**src/rtl/reg_alloc_scheduler_pkg.sv**
```systemverilog
// Shared core definitions for register renaming: register counts, index types,
// and the allocation scheduler state encoding.
`default_nettype none

package reg_alloc_scheduler_pkg;

  localparam int MIPS_REG_COUNT = 32;
  localparam int PHYS_REG_COUNT = 64;
  localparam int FREE_REG_COUNT = PHYS_REG_COUNT - MIPS_REG_COUNT;

  typedef logic [$clog2(PHYS_REG_COUNT)-1:0] PhysReg;
  typedef logic [$clog2(FREE_REG_COUNT)-1:0] FreeIndex;

  localparam int INFLIGHT_W = $bits(FreeIndex) + 1;

  typedef enum logic {
    RUN     = 1'b0,
    RECOVER = 1'b1
  } alloc_state_e;

endpackage

`default_nettype wire

```
**src/rtl/rr_picker.sv**
```systemverilog
// Combinational round-robin picker: one-hot grant of the first requester at or
// after the priority pointer, wrapping modulo N_REQ.
`default_nettype none

module rr_picker #(
  parameter int N_REQ = 2,
  parameter int PTR_W = (N_REQ > 1) ? $clog2(N_REQ) : 1
) (
  input  logic [N_REQ-1:0] req,
  input  logic [PTR_W-1:0] ptr,
  output logic [N_REQ-1:0] gnt
);

  logic [PTR_W-1:0] idx;

  // Scan from the farthest offset down so the nearest requester is written last.
  always_comb begin
    gnt = '0;
    idx = '0;
    for (int i = N_REQ - 1; i >= 0; i--) begin
      idx = PTR_W'((int'(ptr) + i) % N_REQ);
      if (req[idx]) begin
        gnt      = '0;
        gnt[idx] = 1'b1;
      end
    end
  end

endmodule

`default_nettype wire

```
**src/rtl/reg_alloc_scheduler.sv**
```systemverilog
// Arbitrates rename-lane register requests onto the free list, tracks in-flight
// allocations and blacks out allocation after a restore. Optional REG_ALLOC_STATS_EN adds counters.
`default_nettype none

module reg_alloc_scheduler
  import reg_alloc_scheduler_pkg::*;
#(
  parameter int N_REQ          = 2,
  parameter int RECOVER_CYCLES = 1
) (
  input  logic                  clk,
  input  logic                  rst_n,
  input  logic [N_REQ-1:0]      i_req,
  output logic [N_REQ-1:0]      o_gnt,
  output PhysReg                o_gnt_reg,
  output logic                  o_want_reg,
  input  PhysReg                i_free_reg,
  input  logic                  i_commit_free,
  input  logic                  i_restore,
  output logic [INFLIGHT_W-1:0] o_inflight,
  output logic                  o_stall
`ifdef REG_ALLOC_STATS_EN
  ,
  output logic [31:0]           o_stat_grants,
  output logic [31:0]           o_stat_stalls
`endif
);

  localparam int PTR_W = (N_REQ > 1) ? $clog2(N_REQ) : 1;
  localparam int CNT_W = (RECOVER_CYCLES > 1) ? $clog2(RECOVER_CYCLES) : 1;
  localparam logic [CNT_W-1:0]      CNT_LOAD     = CNT_W'(RECOVER_CYCLES - 1);
  // One free-list slot stays empty so allocate never collides with insert.
  localparam logic [INFLIGHT_W-1:0] INFLIGHT_MAX = INFLIGHT_W'(FREE_REG_COUNT - 1);

  alloc_state_e            state_q, state_d;
  logic [CNT_W-1:0]        cnt_q, cnt_d;
  logic [PTR_W-1:0]        ptr_q, ptr_d;
  logic [INFLIGHT_W-1:0]   inflight_q, inflight_d;
  logic [N_REQ-1:0]        pick;
  logic [PTR_W-1:0]        gnt_idx;
  logic                    can_grant;
  logic                    grant;

  rr_picker #(
    .N_REQ (N_REQ),
    .PTR_W (PTR_W)
  ) u_rr_picker (
    .req (i_req),
    .ptr (ptr_q),
    .gnt (pick)
  );

  always_comb begin
    gnt_idx = '0;
    for (int i = 0; i < N_REQ; i++) begin
      if (o_gnt[i]) gnt_idx = PTR_W'(i);
    end
  end

  always_ff @(posedge clk) begin
    if (!rst_n) begin
      state_q    <= RUN;
      cnt_q      <= '0;
      ptr_q      <= '0;
      inflight_q <= '0;
    end else begin
      state_q    <= state_d;
      cnt_q      <= cnt_d;
      ptr_q      <= ptr_d;
      inflight_q <= inflight_d;
    end
  end

  always_comb begin
    state_d    = state_q;
    cnt_d      = cnt_q;
    ptr_d      = ptr_q;
    inflight_d = inflight_q;

    can_grant  = rst_n && (state_q == RUN) && !i_restore && (inflight_q < INFLIGHT_MAX);
    o_gnt      = can_grant ? pick : '0;
    grant      = |o_gnt;
    o_want_reg = grant;
    o_gnt_reg  = i_free_reg;
    o_stall    = rst_n && (|i_req) && !grant;

    if (i_restore) begin
      state_d    = RECOVER;
      cnt_d      = CNT_LOAD;
      inflight_d = '0;
    end else begin
      if (state_q == RECOVER) begin
        if (cnt_q == '0) state_d = RUN;
        else             cnt_d   = cnt_q - 1'b1;
      end
      if (grant && !i_commit_free) begin
        inflight_d = inflight_q + 1'b1;
      end else if (!grant && i_commit_free && (inflight_q != '0)) begin
        inflight_d = inflight_q - 1'b1;
      end
      if (grant) begin
        if (gnt_idx == PTR_W'(N_REQ - 1)) ptr_d = '0;
        else                              ptr_d = gnt_idx + 1'b1;
      end
    end
  end

  assign o_inflight = inflight_q;

`ifdef SIMULATION
  always_ff @(posedge clk) begin
    if (rst_n && i_commit_free && !i_restore && !grant && (inflight_q == '0))
      $display("reg_alloc_scheduler: error: commit with no registers in flight");
  end
`endif

`ifdef REG_ALLOC_STATS_EN
  always_ff @(posedge clk) begin
    if (!rst_n) begin
      o_stat_grants <= '0;
      o_stat_stalls <= '0;
    end else begin
      if (grant && (o_stat_grants != '1))   o_stat_grants <= o_stat_grants + 1'b1;
      if (o_stall && (o_stat_stalls != '1)) o_stat_stalls <= o_stat_stalls + 1'b1;
    end
  end
`endif

endmodule

`default_nettype wire

```
**config.mk**
```make
export PLATFORM = sky130hd
export DESIGN_NAME = reg_alloc_scheduler
export DESIGN_NICKNAME = d
export VERILOG_FILES = /design/src/rtl/reg_alloc_scheduler_pkg.sv /design/src/rtl/rr_picker.sv /design/src/rtl/reg_alloc_scheduler.sv
export SDC_FILE = /design/constraint.sdc
export NUM_CORES = 1
export LEC_CHECK = 0
export ABC_AREA = 1
export CAP_MARGIN = 20
export CORE_UTILIZATION = 42
export CTS_CLUSTER_DIAMETER = 150
export DETAILED_ROUTE_END_ITERATION = 8
export GPL_TIMING_DRIVEN = 0
export PLACE_DENSITY = 0.75
export SYNTH_ARGS = -nofsm -noshare
export SYNTH_HDL_FRONTEND = slang
export SYNTH_HIERARCHICAL = 1
export SYNTH_SLANG_ARGS = --single-unit
```
**constraint.sdc**
```tcl
create_clock -name clk -period 2.2 [get_ports clk]
set_input_delay 0.33 -clock clk [delete_from_list [all_inputs] [get_ports clk]]
set_output_delay 0.33 -clock clk [all_outputs]
set_load 0.005 [all_outputs]
```
==> reports/qor.csv <==
metric,value,unit
grt_pass1_wl,3120,um
synth_seq_cells,8,
synth.top_cell.area_share,22.5,%
synthDistinctLibCells,26,
power.switching,0.177,mW
hpwl,1260,um
drt_wl_total,1880,um
htreeDepth,1,
async_flop_share,0,%
diodes,0,
synth_flop_cell,dfxtp_1,
clock_sinks,8,
timing.hold.ws,0.344,ns
p_leak,0.506,nW
hp-class,in2reg,
finClkSkew,0.0130,ns
final_cells,146,
ys_top_cells_by_count,"18 x nand2_1, 15 x inv_1, 13 x nor2_1",
cp.arrival,1.73,ns
io_pins,28,
path_max_fanout,5,
cts_buffer_depth,2,
syn_to_final_growth,53.0,%
wl_per_cell,12.9,um
synth_top_cell_by_area,dfxtp_1,
globalplace.congestion,0.846,
fin_setup_tns,0,ns
viasPerCell,5.23,
path_clk_slew,0.06,ns
cts_tree,built,
start_util,46.3,%
setup_slack,0.143,ns
status,"complete, no violations",
fmax,0.486,GHz
antenna_found_initial,0,
clkPwrFrac,22.9,%
internal_power,0.326,mW
die_y,43.2,um
hold_viol,0,
min_period_over_period,93.5,%
p_comb_share,43.0,%
slew_violations,0,
root_buffer,clkbuf_4,
die_x,43.2,um
crit_type,reg2out,
yosysSeqAreaShare,22.5,%
grt_pass1_vias,702,
cts_buffers,3,
numPortBuffers,21,
grt_start_max_net_pins,11,
switching_share,35.2,%
ant_nets,0,
max_slew.worst_pin.slew,0.386,ns
clock_latency,0.26,ns
max-cap-violations,0,
route.detailed.drc,0,
cts.hold.buffers_added,0,
dieArea,1870,um2
finalSetupViolCount,0,
power_frac_seq,34.1,%
synthCells,101,
grt_overflow,0,
nFillCells,135,
ir_drop,289,uV
avgSynthCellArea,7.06,um2
critical_path_required,1.87,ns
row_count,14,
firstDrtPassIters,4,
drtIter0Drc,20,
relSlewSlack,74.1,%
synth_most_common_cell,nand2_1,
cp-start-kind,flip-flop,
synth_area_leaders,"dfxtp_1 22%, nand2_1 9.5%, inv_1 7.9%, buf_4 7.4%, ha_1 7.0%",
drive_above_1_share,33.1,%
crit_path_end_kind,primary output,
core,1540,um2
synth_area,713,um2
dp_cells,138,
synth_nets,118,
vias,764,
synth_edf_count,0,
grt_usage,23.2,%
yosysWarnings,6,
min_period,2.06,ns
utilization,70.8,%
p_per_area,461,nW/um2
nNetsFinal,149,
pre_cts_ws,-0.510,ns
==> power by group through the flow <==
stage               combinational [mW]  sequential [mW]  clock (mW)
floorplan                        0.121            0.169           0
global placement                 0.183            0.171           0
detailed placement               0.187            0.171           0
CTS                              0.204            0.171       0.119
global route                     0.239            0.173       0.129
finish                           0.216            0.171       0.115
==> routing by layer <==
layer | part of all wire [%] | vias to the layer above | global-route usage (%)
met1 | 41 | 352 | 26.2
met5 | 0 | - | 0
met3 | 4.4 | 6 | 6.81
met4 | 3.2 | 0 | 13.9
met2 | 52 | 28 | 37.9
li1 | - | 378 | -
==> path summary, 6_finish.rpt <==
kind | startpoint | end | slack [ns] | cells after the start
max | o_inflight[2] | o_stall | 0.14 | 7
max reg2reg | o_inflight[1] | o_inflight[5] | 0.15 | 16
min reg2reg | o_inflight[0] | o_inflight[0] | 0.51 | 1
min | rst_n | state_q | 0.34 | 3
==> through the flow <==
| stage | power, mW | instance area (um2) |
|---|---|---|
| finish | 0.503 | 1090 |
| global route | 0.540 | 1090 |
| CTS | 0.494 | 1050 |
| detailed placement | 0.358 | 943 |
| global placement | 0.354 | 943 |
| floorplan | 0.291 | 713 |
==> worst max-delay path: stages (launching register included) <==
cell,delay [ns]
dfxtp_4,0.39
inv_1,0.08
nor2_1,0.12
nand2_1,0.07
nand3_1,0.11
nand2_1,0.10
nor2_1,0.09
clkdlybuf4s50_1,0.50
==> area by class of cell <==
class | instances | area (um2) | share of cell area [%]
clock buffer | 3 | 22.5 | 2.06
multi-input combinational | 70 | 519 | 47.6
sequential | 8 | 178 | 16.3
timing repair buffer | 26 | 239 | 21.9
tap | 16 | 20.0 | 1.83
inverter | 16 | 60.1 | 5.50
buffer | 7 | 52.6 | 4.82
==> kinds of logic after synthesis <==
logic type / share of synthesized area [%]
AND/OR/NAND/NOR: 30.9
buffers and inverters: 15.8
AO/OA/AOI/OAI: 17.4
flip-flops: 22.5
adder cells (fa/ha/maj): 9.82
XOR/XNOR: 3.68
==> sequential cells by signal, summed over array words and instances, names as in the netlist <==
| signal | cells |
|---|---|
| state_q | 1 |
| ptr_q | 1 |
| o_inflight | 6 |
==> cells in the final DEF, fill, tap and decap left out, drive strengths merged, types with 2 or more instances in the layout <==
cell type / netlist / final
dlygate4sd2: 0 / 3
dfxtp: 8 / 8
nand2: 21 / 21
a21oi: 7 / 7
inv: 16 / 16
nor2: 15 / 15
buf: 7 / 12
ha: 4 / 4
nand3: 6 / 6
clkbuf: 0 / 4
clkdlybuf4s50: 0 / 17
xnor2: 2 / 2
o21ai: 7 / 7
==> repair_timing <==
item                                    4_1_cts  5_1_grt
pin swaps                                     0        5
endpoints found under the setup margin        6        3
gates resized for setup                      12       16
setup buffers                                 2        3
Note: power is estimated with default switching activity, not from simulation.
